**src/rtl/vga_sync_decoder.sv**
```systemverilog
// vga_sync_decoder: samples a VGA HS/VS/BLANK_N/RGB stream and recovers
// pixel coordinates, frame markers and geometry lock status.
module vga_sync_decoder #(
    parameter int H_ACTIVE = 640,
    parameter int V_ACTIVE = 480,
    parameter bit SYNC_POL = 1'b0
) (
    input  logic        i_clk,
    input  logic        i_rst_n,
    input  logic        i_pix_en,
    input  logic        i_vga_hs,
    input  logic        i_vga_vs,
    input  logic        i_vga_blank_n,
    input  logic [7:0]  i_vga_r,
    input  logic [7:0]  i_vga_g,
    input  logic [7:0]  i_vga_b,
    output logic        o_valid,
    output logic [10:0] o_x,
    output logic [10:0] o_y,
    output logic [23:0] o_rgb,
    output logic        o_frame_start,
    output logic        o_frame_end,
    output logic        o_locked,
    output logic        o_err
);
    localparam logic [10:0] HA = 11'(H_ACTIVE);
    localparam logic [10:0] VA = 11'(V_ACTIVE);

    typedef enum logic [1:0] {SEARCH, WAIT, TRACK, LOCKED} state_t;

    state_t      r_state;
    state_t      w_state_n;
    logic        r_en;
    logic        r_hs_act;
    logic        r_vs_act;
    logic        r_blank_n;
    logic [23:0] r_rgb;
    logic        r_vs_prev;
    logic        r_blank_prev;
    logic        r_armed;
    logic [10:0] r_x;
    logic [10:0] r_y;

    logic        w_vs_rise;
    logic        w_b_rise;
    logic        w_b_fall;
    logic [10:0] w_px;
    logic [10:0] w_lines;
    logic        w_chk;
    logic        w_viol;
    logic        w_armed_n;
    logic        w_valid;
    logic        w_fend;

    always_ff @(posedge i_clk or negedge i_rst_n) begin
        if (!i_rst_n) begin
            r_en      <= 1'b0;
            r_hs_act  <= 1'b0;
            r_vs_act  <= 1'b0;
            r_blank_n <= 1'b0;
            r_rgb     <= '0;
        end else begin
            r_en <= i_pix_en;
            if (i_pix_en) begin
                r_hs_act  <= (i_vga_hs == SYNC_POL);
                r_vs_act  <= (i_vga_vs == SYNC_POL);
                r_blank_n <= i_vga_blank_n;
                r_rgb     <= {i_vga_r, i_vga_g, i_vga_b};
            end
        end
    end

    always_comb begin
        w_vs_rise = r_vs_act & ~r_vs_prev;
        w_b_rise  = r_blank_n & ~r_blank_prev;
        w_b_fall  = ~r_blank_n & r_blank_prev;
        w_px      = w_b_rise ? 11'd0 : r_x;
        // a line ending on the same sample as vs_rise still counts
        w_lines   = r_y + {10'd0, w_b_fall};
        w_chk     = (r_state == TRACK) || (r_state == LOCKED);
        w_viol    = w_chk & ((w_b_fall & (r_x != HA))
                  | (w_b_rise & ~w_vs_rise & (r_y >= VA))
                  | (r_hs_act & r_blank_n)
                  | (w_vs_rise & (w_lines != VA)));
        w_state_n = r_state;
        w_armed_n = r_armed;
        unique case (r_state)
            SEARCH: begin
                if (w_vs_rise) begin
                    w_state_n = WAIT;
                    w_armed_n = 1'b1;
                end
            end
            WAIT: begin
                if (w_vs_rise) w_armed_n = 1'b1;
                if (r_armed & w_b_rise & ~r_vs_act) w_state_n = TRACK;
            end
            TRACK, LOCKED: begin
                if (w_viol) begin
                    w_state_n = WAIT;
                    w_armed_n = w_vs_rise;
                end else if (w_vs_rise) begin
                    w_state_n = LOCKED;
                end
            end
            default: w_state_n = SEARCH;
        endcase
        w_valid = (r_state == LOCKED) & r_blank_n & ~w_viol
                & (w_px < HA) & (r_y < VA);
        w_fend  = (r_state == LOCKED) & w_b_fall & ~w_viol
                & (r_y == VA - 11'd1);
    end

    always_ff @(posedge i_clk or negedge i_rst_n) begin
        if (!i_rst_n) begin
            r_state       <= SEARCH;
            r_armed       <= 1'b0;
            r_vs_prev     <= 1'b0;
            r_blank_prev  <= 1'b0;
            r_x           <= '0;
            r_y           <= '0;
            o_valid       <= 1'b0;
            o_x           <= '0;
            o_y           <= '0;
            o_rgb         <= '0;
            o_frame_start <= 1'b0;
            o_frame_end   <= 1'b0;
            o_locked      <= 1'b0;
            o_err         <= 1'b0;
        end else begin
            o_valid       <= 1'b0;
            o_frame_start <= 1'b0;
            o_frame_end   <= 1'b0;
            o_err         <= 1'b0;
            if (r_en) begin
                r_state      <= w_state_n;
                r_armed      <= w_armed_n;
                r_vs_prev    <= r_vs_act;
                r_blank_prev <= r_blank_n;
                // saturates at HA+1 so runaway lines still fail the check
                if (r_blank_n && (w_px <= HA)) r_x <= w_px + 11'd1;
                if (w_vs_rise) r_y <= '0;
                else if (w_b_fall && (r_y != '1)) r_y <= r_y + 11'd1;
                o_valid       <= w_valid;
                o_frame_start <= w_valid & (w_px == 11'd0) & (r_y == 11'd0);
                o_frame_end   <= w_fend;
                o_err         <= w_viol;
                o_locked      <= (w_state_n == LOCKED);
                if (w_valid) begin
                    o_x   <= w_px;
                    o_y   <= r_y;
                    o_rgb <= r_rgb;
                end
            end
        end
    end
endmodule

```
**config.mk**
```make
export PLATFORM = sky130hd
export DESIGN_NAME = vga_sync_decoder
export DESIGN_NICKNAME = d
export VERILOG_FILES = /design/src/rtl/vga_sync_decoder.sv
export SDC_FILE = /design/constraint.sdc
export NUM_CORES = 1
export LEC_CHECK = 0
export BUFFER_PORTS_ARGS = -buffer_cell sky130_fd_sc_hd__clkbuf_2
export CAP_MARGIN = 25
export CORE_ASPECT_RATIO = 0.7
export CORE_MARGIN = 2
export CORE_UTILIZATION = 30
export CTS_BUF_LIST = sky130_fd_sc_hd__clkbuf_16
export CTS_CLUSTER_SIZE = 30
export DETAILED_ROUTE_END_ITERATION = 16
export GPL_ROUTABILITY_DRIVEN = 1
export PLACE_DENSITY_LB_ADDON = 0.08
export SYNTH_ARGS = -nofsm -noshare
export SYNTH_HDL_FRONTEND = slang
export SYNTH_SLANG_ARGS = --single-unit
```
**constraint.sdc**
```tcl
create_clock -name i_clk -period 4.9 [get_ports i_clk]
set_clock_uncertainty 0.15 [all_clocks]
set_input_delay 0.49 -clock i_clk [delete_from_list [all_inputs] [get_ports i_clk]]
set_output_delay 0.49 -clock i_clk [all_outputs]
set_load 0.05 [all_outputs]
```
==> After elaboration in Yosys (flattened, before gate mapping) <==
Cells that the tools add are included.
{ "totals": {"in_bits": 30, "output_inout_bits": 51, "elab_cells": 95, "reg_bits": 106} }
{ "classes": {"n_addsub": 3, "mux": 15, "eq_ne": 10, "bitwise": 31, "reduce_logical": 13, "magnitude_cmp": 4} }
{ "ops": {"columns": ["op", "n"], "rows": [
  ["2-to-1 mux 11 bit", 3],
  ["adder 11 x 1 -> 11 bit (second input constant)", 2],
  ["logical NOT 11 bit", 2],
  ["AND 1 bit", 20],
  ["adder 11 x 1 -> 11 bit", 1],
  ["== test 11 x 9 -> 1 bit (second input constant)", 1],
  [">= comparator 11 x 9 -> 1 bit (second input constant)", 1],
  ["<= comparator 11 x 10 -> 1 bit (second input constant)", 1],
  ["less-than comparator 11 x 10 -> 1 bit (second input constant)", 1],
  ["less-than comparator 11 x 9 -> 1 bit (second input constant)", 1],
  ["!= test 11 x 10 -> 1 bit (second input constant)", 1],
  ["!= test 11 bit (second input constant)", 1],
  ["!= test 11 x 9 -> 1 bit (second input constant)", 1],
  ["2-to-1 mux 2 bit", 4],
  ["NOT 1 bit", 8],
  ["== test 2 bit (second input constant)", 3],
  ["2-to-1 mux 1 bit", 6],
  ["one-hot mux 2 bit (3 select lines)", 1],
  ["AND reduction 2 bit", 3],
  ["OR reduction 2 bit", 2],
  ["OR 1 bit", 3],
  ["AND reduction 3 bit", 1],
  ["== test 2 x 1 -> 1 bit (second input constant)", 1],
  ["logical AND 1 bit", 2],
  ["other kinds (6)", 6]
]} }

==> Logic depth before layout (Yosys ltp) <==
Gate-level depths: netlist of the first run.
{ "logic_depth": {"word_depth": 16, "ltp_mapped": 12, "mapped_depth_nobuf": 10} }

==> Worst setup path after synthesis of the first run <==
Ideal clock, no wire load.
{ "synth_timing": {"path_kind": "register -> register", "start": "reg r_blank_n", "end": "reg o_rgb[0]", "path_buffers": 2, "period_less_slack_ps": 2778, "setup_time_ps": 125, "setup_slack_ps": 2122, "stages_incl_launch_ff": 13, "required_ps": 4625, "arrival_ps": 2503, "cell_sequence": "dfrtp_1 nand2b_1 inv_1 ha_1 ha_1 nand3_1 mux2i_1 and4_1 a21oi_1 or2_1 buf_6 buf_6 mux2_4"} }
{ "synth_via": {"elab_chain_len": 12, "elab_cells_between_ends": 22} }
{ "synth_lines": {"columns": ["element", "line_no", "text"], "rows": [
  ["start, declared", "36", "logic r_blank_n;"],
  ["start signal, assigned", "67", "r_blank_n <= i_vga_blank_n;"],
  ["NOT 1 bit or AND 1 bit (tied branches)", "76, 75", null],
  ["AND 1 bit (on tied branches)", "76, 82", null],
  ["adder 11 x 1 -> 11 bit (tied with other cells)", "79", "w_lines = r_y + {10'd0, w_b_fall};"],
  ["!= test 11 x 9 -> 1 bit or OR 1 bit (tied branches)", "84, 82", null],
  ["AND 1 bit or OR 1 bit (tied branches)", "84, 83", null],
  ["OR 1 bit", "84", "| (w_vs_rise & (w_lines != VA)));"],
  ["AND 1 bit", "81", "w_viol = w_chk & ((w_b_fall & (r_x != HA))"],
  ["NOT 1 bit", "108", "w_valid = (r_state == LOCKED) & r_blank_n & ~w_viol"],
  ["AND 1 bit", "108", null],
  ["AND 1 bit * (2 in series)", "109", "& (w_px < HA) & (r_y < VA);"],
  ["AND reduction 2 bit (no source line) *", null, null],
  ["end signal, assigned", "152", "o_rgb <= r_rgb;"],
  ["end, declared", "20", "output logic [23:0] o_rgb,"]
]} }
Mark *: on every way between the ends. The rest lies on a longest branch, timed or not.
A chain may end at the register's enable or synchronous reset.

==> Worst setup path after layout of the first run <==
{ "layout_timing": {"start": "reg r_blank_n", "end": "reg o_rgb[16]"} }
Same word-level chain as after synthesis.

==> parameters.txt, run 1 <==
Parameter                              Value

Global routing
  Overall global routing resource usage ... 13.3%
  Remaining global-route overflow ... 0
  Number of global-route vias before repair ... between 3000 and 4000
  Pin count of the biggest net entering global routing ... 67
  Global-route wire length before repair ... about 17000 µm
  Number of antenna violations at the first check in global routing ... 0

Setup path
  Number of cells on the worst reg-to-reg path ... 11
  Critical path capture point type ... register
  Worst path cell trace ... nand2b_1 -> inv_1 -> ha_1 -> ha_1 -> nand3_1 -> mux2i_1 -> and4_1 -> a21oi_1 -> or2_2 -> buf_4 -> mux2_2
  Critical path peak fanout ... 23
  Data arrival time at the worst-slack endpoint ... 3.83 ns
  Most used cell along the critical path ... ha_1
  Path length in cells of the critical path ... 11
  Startpoint types ... register
  Highest cell delay on the worst timing path ... ~0.71 ns
  Kind of cell adding the most delay to the critical path ... simple AND/OR/NAND/NOR gates
  Required time at the worst-slack endpoint ... between 4 and 5 ns
  Critical-path top delay cell ... or2_2
  Critical path buffer and inverter count ... 2
  Worst Setup Path Type ... register to register

Die
  Placeable core region ... 15500 µm²
  # IOs ... 81
  Die Width ... 154 µm
  Die outline area ... 16900 µm²
  Vertical extent of the die ... about 110 µm
  Number of rows created at floorplan ... 38
  Initial core utilization ... 30.7%

Power
  Portion of total power attributed to the clock network ... between 20% and 30%
  Total power per unit cell area ... approximately 500 nW/µm²
  Combinational share of power ... 32.6%
  Largest voltage drop on the vdd net ... between 0.2 and 0.25 mV
  Sequential power share ... 42.4%
  NetSw ... about 0.0011 W
  Power Total ... roughly 0.0028 W
  Switching power as a share of total power ... between 30% and 40%
  Leakage dissipation ... 2.82 nW
  Internal Dissipation ... about 0.0017 W

Route
  DR pass1 iterations ... 4
  Number of nets still failing antenna checks after routing ... 0
  Average routed wire per standard cell ... 15.7 µm
  Via density per instance ... 4.72
  Number of vias after detailed routing ... 3172
  DRC violation total after the first TritonRoute iteration ... 187
  Count of unresolved DRC violations after routing ... 0
  Routed wire length ... approximately 11000 µm

Logic synthesis
  Cell count after synthesis ... 392
  Avg Cell Area, Syn ... 12.1 µm²
  Synthesized-area fraction occupied by xor and xnor cells ... about 1.7%
  Synthesized Nets ... 428
  Adder-Cell Fraction of Synth Area ... 1.58%
  Share of synthesized area spent on multiplexers ... 18.3%
  Number of synthesis warnings ... 0
  Number of synthesized register bits ... between 100 and 150
  Distinct cell type count of the synthesized netlist ... 50
  Synth Flop Type ... dfrtp_1
  Combinational family with the most area after synthesis ... multiplexers
  Proportion of register bits with asynchronous set or reset after synthesis ... 100%
  Area of the mapped netlist ... between 4000 and 5000 µm²
  Share of the yosys chip area belonging to registers ... between 50% and 60%
  Count of flip-flops with a built-in enable after synthesis ... 0
  Synthesized-area fraction occupied by and/or/nand/nor cells ... a little over an eighth
  Area fraction in compound gates after synthesis ... 6.08%

Layout
  Final Non-Filler Cells ... 672
  Finished Core Util ... 36.2%
  Diode insertion count for antenna repair ... 0
  Layout Area Growth over Synthesis ... 18.0%
  Fill cell total of the finished layout ... 1610
  Number of nets in the layout ... 504
  Fraction of final layout cells sized beyond drive strength 1 ... a little over a third
  Leading cell type in the layout, fill and taps excluded ... dfrtp_1
  Commonest cells after routing, fill and taps aside ... dfrtp_1 (106), clkbuf_2 (79), mux2_2 (46)

Clock network
  Clock latency reported for the late side of the worst-skew pair ... around 0.35 ns
  Num CTS Buffers ... 9
  Number of instances resized during post-cts repair ... 0
  Number of buffers inserted by hold repair at cts ... 0
  Clock Tree Root ... clkbuf_16
  Count of buffers added by post-CTS timing repair for setup ... 0
  Clock H-tree levels ... 3
  CTS clk-pin slew, worst paths ... roughly 0.080 ns
  Worst-case clock buffer depth ... 2
  TritonCTS clock tree ... built
  Number of clock sinks ... between 100 and 150

Flow run
  Maxcap violations ... 0

Timing
  Tcrit/Tclk final ... 76.5%
  Timing-limited maximum frequency ... 267 MHz
  Slew margin rel. ... 42.5%
  Min cycle time layout ... 3.75 ns
  Number of slew-limit violations in the final report ... 0
  Worst hold slack after final layout ... 0.0923 ns
  Aggregate negative setup slack ... 0 ns
  Actual transition at the worst max-transition pin ... 0.862 ns
  Unrepaired setup endpoints after global routing ... no
  Endpoints failing setup ... 0
  Final hold viol count ... 0

Placement
  Global placer's final weighted congestion ... between 0.7 and 0.8
  Number of instances in the placed design ... around 660
  Number of buffer cells added on primary ports ... 80
  Half-perimeter wire length of the detailed placement result ... around 7400 µm

Outcome
  Run status ... completed

Min path
  Hold crit path type ... input port to asynchronous set/reset pin
## through the flow
stage | instance area [µm²] | setup slack (ns)
after global routing | 5610 | 0.878
after CTS | 5610 | 1.12
final | 5610 | 1.15
after floorplan | 4750 | 2.12
after global placement | 5330 | 1.30
after detailed placement | 5330 | 1.12
## power by group through the flow
stage          sequential (W)  combinational, W  clock [W]
4_1_cts               0.00120          0.000932   0.000733
3_5_place_dp          0.00121          0.000930          0
2_1_floorplan         0.00158          0.000306          0
3_3_place_gp          0.00121          0.000925          0
6_report              0.00120          0.000920   0.000703
5_1_grt               0.00122          0.000986   0.000771
## Yosys cell counts (4+ instances only)
cell type,count,share of area (%)
and3_1,6,0.79
a21oi_1,9,0.95
nand2_1,33,2.6
nor2_1,26,2.1
xnor2_1,6,1.1
mux2i_1,8,1.7
clkbuf_1,7,0.55
nand2b_1,7,0.92
nand4_1,4,0.53
buf_6,4,0.95
inv_1,16,1.3
mux2_2,46,11
buf_2,6,0.63
o21ai_0,15,1.6
nand3_1,13,1.4
and2_1,5,0.66
mux2_4,18,5.7
dfrtp_1,106,56
ha_1,6,1.6
nor3_1,6,0.63
## flip-flops by register name, indices dropped and copies added (netlist names)
| name | cells |
|---|---|
| r_x | 11 |
| o_err | 1 |
| o_x | 11 |
| o_frame_end | 1 |
| o_y | 11 |
| r_state | 2 |
| r_y | 11 |
| o_locked | 1 |
| r_blank_n | 1 |
| r_rgb | 24 |
| r_en | 1 |
| r_vs_prev | 1 |
| o_frame_start | 1 |
| r_vs_act | 1 |
| o_rgb | 24 |
| r_hs_act | 1 |
| r_armed | 1 |
| o_valid | 1 |
| r_blank_prev | 1 |
## kinds of logic after synthesis
| family | after synthesis |
|---|---|
| compound gates | 45 |
| xor+xnor | 9 |
| fa+ha+maj | 6 |
| buf+inv | 35 |
| flops | 106 |
| mux | 72 |
| simple gates | 119 |
## path summary, 6_finish.rpt
| kind | from | to | slack, ns |
|---|---|---|---|
| max | r_blank_n | o_rgb[16] | 1.15 |
| min | i_rst_n | r_rgb[19] | 0.09 |
| max reg2reg | r_blank_n | o_rgb[16] | 1.15 |
| min reg2reg | o_y[10] | o_y[10] | 0.34 |
| max in group asynchronous | i_rst_n | r_y[0] | 3.43 |
| min in group i_clk | i_vga_hs | r_hs_act | 0.15 |
## worst reg2reg max path, cell delays in order (launching register included)
cell and delay [ns]:
dfrtp_1 0.48, nand2b_1 0.20, inv_1 0.10, ha_1 0.22, ha_1 0.26, nand3_1 0.12
mux2i_1 0.14, and4_1 0.19, a21oi_1 0.35, or2_2 0.71, buf_4 0.36, mux2_2 0.36
## layer usage
layer | global-route usage (%) | up-vias | share of wire, %
met5 | 0 | - | 0
met4 | 3.90 | 0 | 1.6
met3 | 4.53 | 14 | 6.0
met2 | 18.6 | 73 | 41
met1 | 19.4 | 1565 | 52
li1 | - | 1520 | -
## layout make-up
| type | instances | area, µm² | share of cell area (%) |
|---|---|---|---|
| Clock inverter | 6 | 57.6 | 1.03 |
| Clock buffer | 9 | 225 | 4.02 |
| Inverter | 16 | 60.1 | 1.07 |
| Timing Repair Buffer | 84 | 433 | 7.72 |
| Sequential cell | 106 | 2650 | 47.3 |
| Multi-Input combinational cell | 251 | 1930 | 34.4 |
| Tap cell | 200 | 250 | 4.46 |
(Power assumes the default switching activity.)
==> run 2, diff against run 1 <==
Settings changed: ABC_AREA set to 1.
Clock period 4.9 ns to 3.3 ns, I/O delays scaled along.
==> parameters.txt, run 2 <==
Parameter                              Value

Outcome
  Run status ... completed

Timing
  Timing-limited maximum frequency ... 341 MHz
  Number of slew-limit violations in the final report ... 0
  Worst hold slack after final layout ... 0.0226 ns
  Final hold viol count ... 0
  Slew margin rel. ... 46.2%
  Endpoints failing setup ... 0
  Actual transition at the worst max-transition pin ... about 0.80 ns
  Min cycle time layout ... 2.93 ns
  Unrepaired setup endpoints after global routing ... no
  Aggregate negative setup slack ... 0 ns
  Tcrit/Tclk final ... between 80% and 90%

Die
  Placeable core region ... 15600 µm²
  Die outline area ... ~17000 µm²
  Vertical extent of the die ... 110 µm
  # IOs ... 81
  Die Width ... about 160 µm
  Initial core utilization ... between 30% and 40%
  Number of rows created at floorplan ... 38

Setup path
  Required time at the worst-slack endpoint ... between 3 and 4 ns
  Critical path peak fanout ... 26
  Startpoint types ... register
  Worst Setup Path Type ... register to register
  Critical path capture point type ... register
  Data arrival time at the worst-slack endpoint ... between 3 and 4 ns

Route
  Number of nets still failing antenna checks after routing ... 0
  DR pass1 iterations ... 4
  DRC violation total after the first TritonRoute iteration ... a little over 200
  Routed wire length ... 13000 µm
  Count of unresolved DRC violations after routing ... 0
  Number of vias after detailed routing ... 4169
  Average routed wire per standard cell ... 14.6 µm
  Via density per instance ... 4.67

Global routing
  Remaining global-route overflow ... 0
  Global routing usage on met3 ... 3.67%
  Pin count of the biggest net entering global routing ... 44
  Number of global-route vias before repair ... 4276
  Global-route wire length before repair ... 21900 µm
  Number of antenna violations at the first check in global routing ... 0
  Overall global routing resource usage ... 16.2%
  Layer with the highest usage after global routing ... met2
  Met2 track utilization from global routing ... roughly a quarter
  Grt met1 use ... 23.6%

Placement
  Number of instances in the placed design ... around 880
  Half-perimeter wire length of the detailed placement result ... 9300 µm
  Global placer's final weighted congestion ... between 0.9 and 1
  Number of buffer cells added on primary ports ... 80

Logic synthesis
  Synth Flop Type ... dfrtp_1
  Synth area leaders ... dfrtp_1 (55%), nand2_1 (19%), nand3_1 (7.0%), inv_1 (3.7%), nor2_1 (3.1%)
  Count of flip-flops with a built-in enable after synthesis ... 0
  Distinct cell type count of the synthesized netlist ... 28
  Share of the yosys chip area belonging to registers ... 54.7%
  Synthesized Nets ... 641
  Number of synthesis warnings ... 0
  Synth top cells by count ... nand2_1 (242), dfrtp_1 (106), nand3_1 (68)
  Cell with the most instances after synthesis ... nand2_1
  Area of the mapped netlist ... slightly below 5000 µm²
  Cell count after synthesis ... 605
  Proportion of register bits with asynchronous set or reset after synthesis ... 100%
  Number of synthesized register bits ... 106
  Post-synth top area cell ... dfrtp_1
  Avg Cell Area, Syn ... 8.01 µm²
  Yosys top cell area share ... between 50% and 60%

Layout
  Final Non-Filler Cells ... 892
  Commonest cells after routing, fill and taps aside ... nand2_1 (242), dfrtp_1 (106), clkbuf_2 (79)
  Leading registers by flop count ... o_rgb x24, r_rgb x24
  Leading cell type in the layout, fill and taps excluded ... nand2_1
  Fill cell total of the finished layout ... 1653
  Diode insertion count for antenna repair ... 0
  Layout Area Growth over Synthesis ... 19.5%
  Number of nets in the layout ... 723
  Fraction of final layout cells sized beyond drive strength 1 ... 16.2%

Clock network
  TritonCTS clock tree ... built
  Clock Tree Root ... clkbuf_16
  Num CTS Buffers ... 9
  Clock latency reported for the late side of the worst-skew pair ... 0.35 ns
  CTS clk-pin slew, worst paths ... 0.08 ns
  Clock H-tree levels ... 3
  Number of clock sinks ... ~110
  Worst-case clock buffer depth ... 2
  Number of instances resized during post-cts repair ... 0
  Count of buffers added by post-CTS timing repair for setup ... 0
  Number of buffers inserted by hold repair at cts ... 1

Min path
  Hold crit path type ... input port to register

Power
  Leakage dissipation ... 3.14 nW
  Power Total ... 0.00360 W
  Largest voltage drop on the vdd net ... roughly 0.24 mV
  Total power per unit cell area ... 622 nW/µm²

Flow run
  Maxcap violations ... 0
run 2: changes by cell type after synthesis, moves of 6 or more:
cell / before / now
inv_1: 16 / 48
mux2_2: 46 / 0
mux2_4: 18 / 0
mux2i_1: 8 / 0
nand2_1: 33 / 242
nand2b_1: 7 / 0
nand3_1: 13 / 68
nor2_1: 26 / 40
nor3_1: 6 / 12
o21ai_0: 15 / 22
run 2: cell families (layout without fill, tap and decap cells):
| family | Yosys count | after routing | share of synthesized area [%] |
|---|---|---|---|
| AOI/OAI and AO/OA | 38 | 38 | 4.08 |
| adders and majority gates | 6 | 6 | 1.55 |
| buffers and inverters | 74 | 161 | 6.40 |
| DFF | 106 | 106 | 54.7 |
| and+or+nand+nor | 375 | 375 | 32.2 |
| xor gates and xnor gates | 6 | 6 | 1.08 |
run 2: final timing paths:
path	from	endpoint	slack [ns]	cells past startpoint
min in group asynchronous	i_rst_n	o_y[2]	0.36	2
worst min-delay path	i_vga_r[4]	r_rgb[20]	0.02	3
worst max-delay path	r_blank_n	r_state[0]	0.37	15
worst min register to register	o_x[3]	o_x[3]	0.32	2
worst max register to register	r_blank_n	r_state[0]	0.37	15
max in group asynchronous	i_rst_n	r_rgb[2]	1.87	3
run 2: routing by layer:
layer  wire, µm  part of all wire [%]
met5          0                     0
met4        164                   1.3
met3        582                   4.5
met2       5410                    42
met1       6850                    53
run 2: critical path: stages, from the launching register on:
cell,delay [ns]
dfrtp_1,0.42
nor2_1,0.26
ha_1,0.26
ha_1,0.21
nand3_1,0.12
o21ai_0,0.22
nand2_1,0.08
nor2_1,0.09
nand2_1,0.05
o21ai_1,0.24
nand2_1,0.08
nand2_1,0.13
buf_4,0.31
nand2_1,0.08
nand2_1,0.07
nand2_1,0.05
run 2: stage by stage:
stage	util (%)	cell area [µm²]	setup slack, ns
after CTS	37.0	5790	0.402
after global placement	35.1	5490	0.543
after global routing	37.0	5790	0.0372
final	37.0	5790	0.365
after detailed placement	35.1	5490	0.423
after floorplan	-	4850	0.886
run 2: area by class of cell:
type | count | area [µm²] | area share (%)
sequential | 106 | 2650 | 45.8
multi-input combinational | 425 | 1880 | 32.5
clock inverter | 7 | 67.6 | 1.17
inverter | 51 | 191 | 3.30
tap | 200 | 250 | 4.32
clock buffer | 9 | 225 | 3.89
timing repair buffer | 94 | 523 | 9.03
run 2: power breakdown:
| group | switching [W] | internal (W) |
|---|---|---|
| sequential | 0.000142 | 0.00147 |
| combinational | 0.000693 | 0.000224 |
| clock | 0.000532 | 0.000536 |
| total | 0.00137 | 0.00223 |
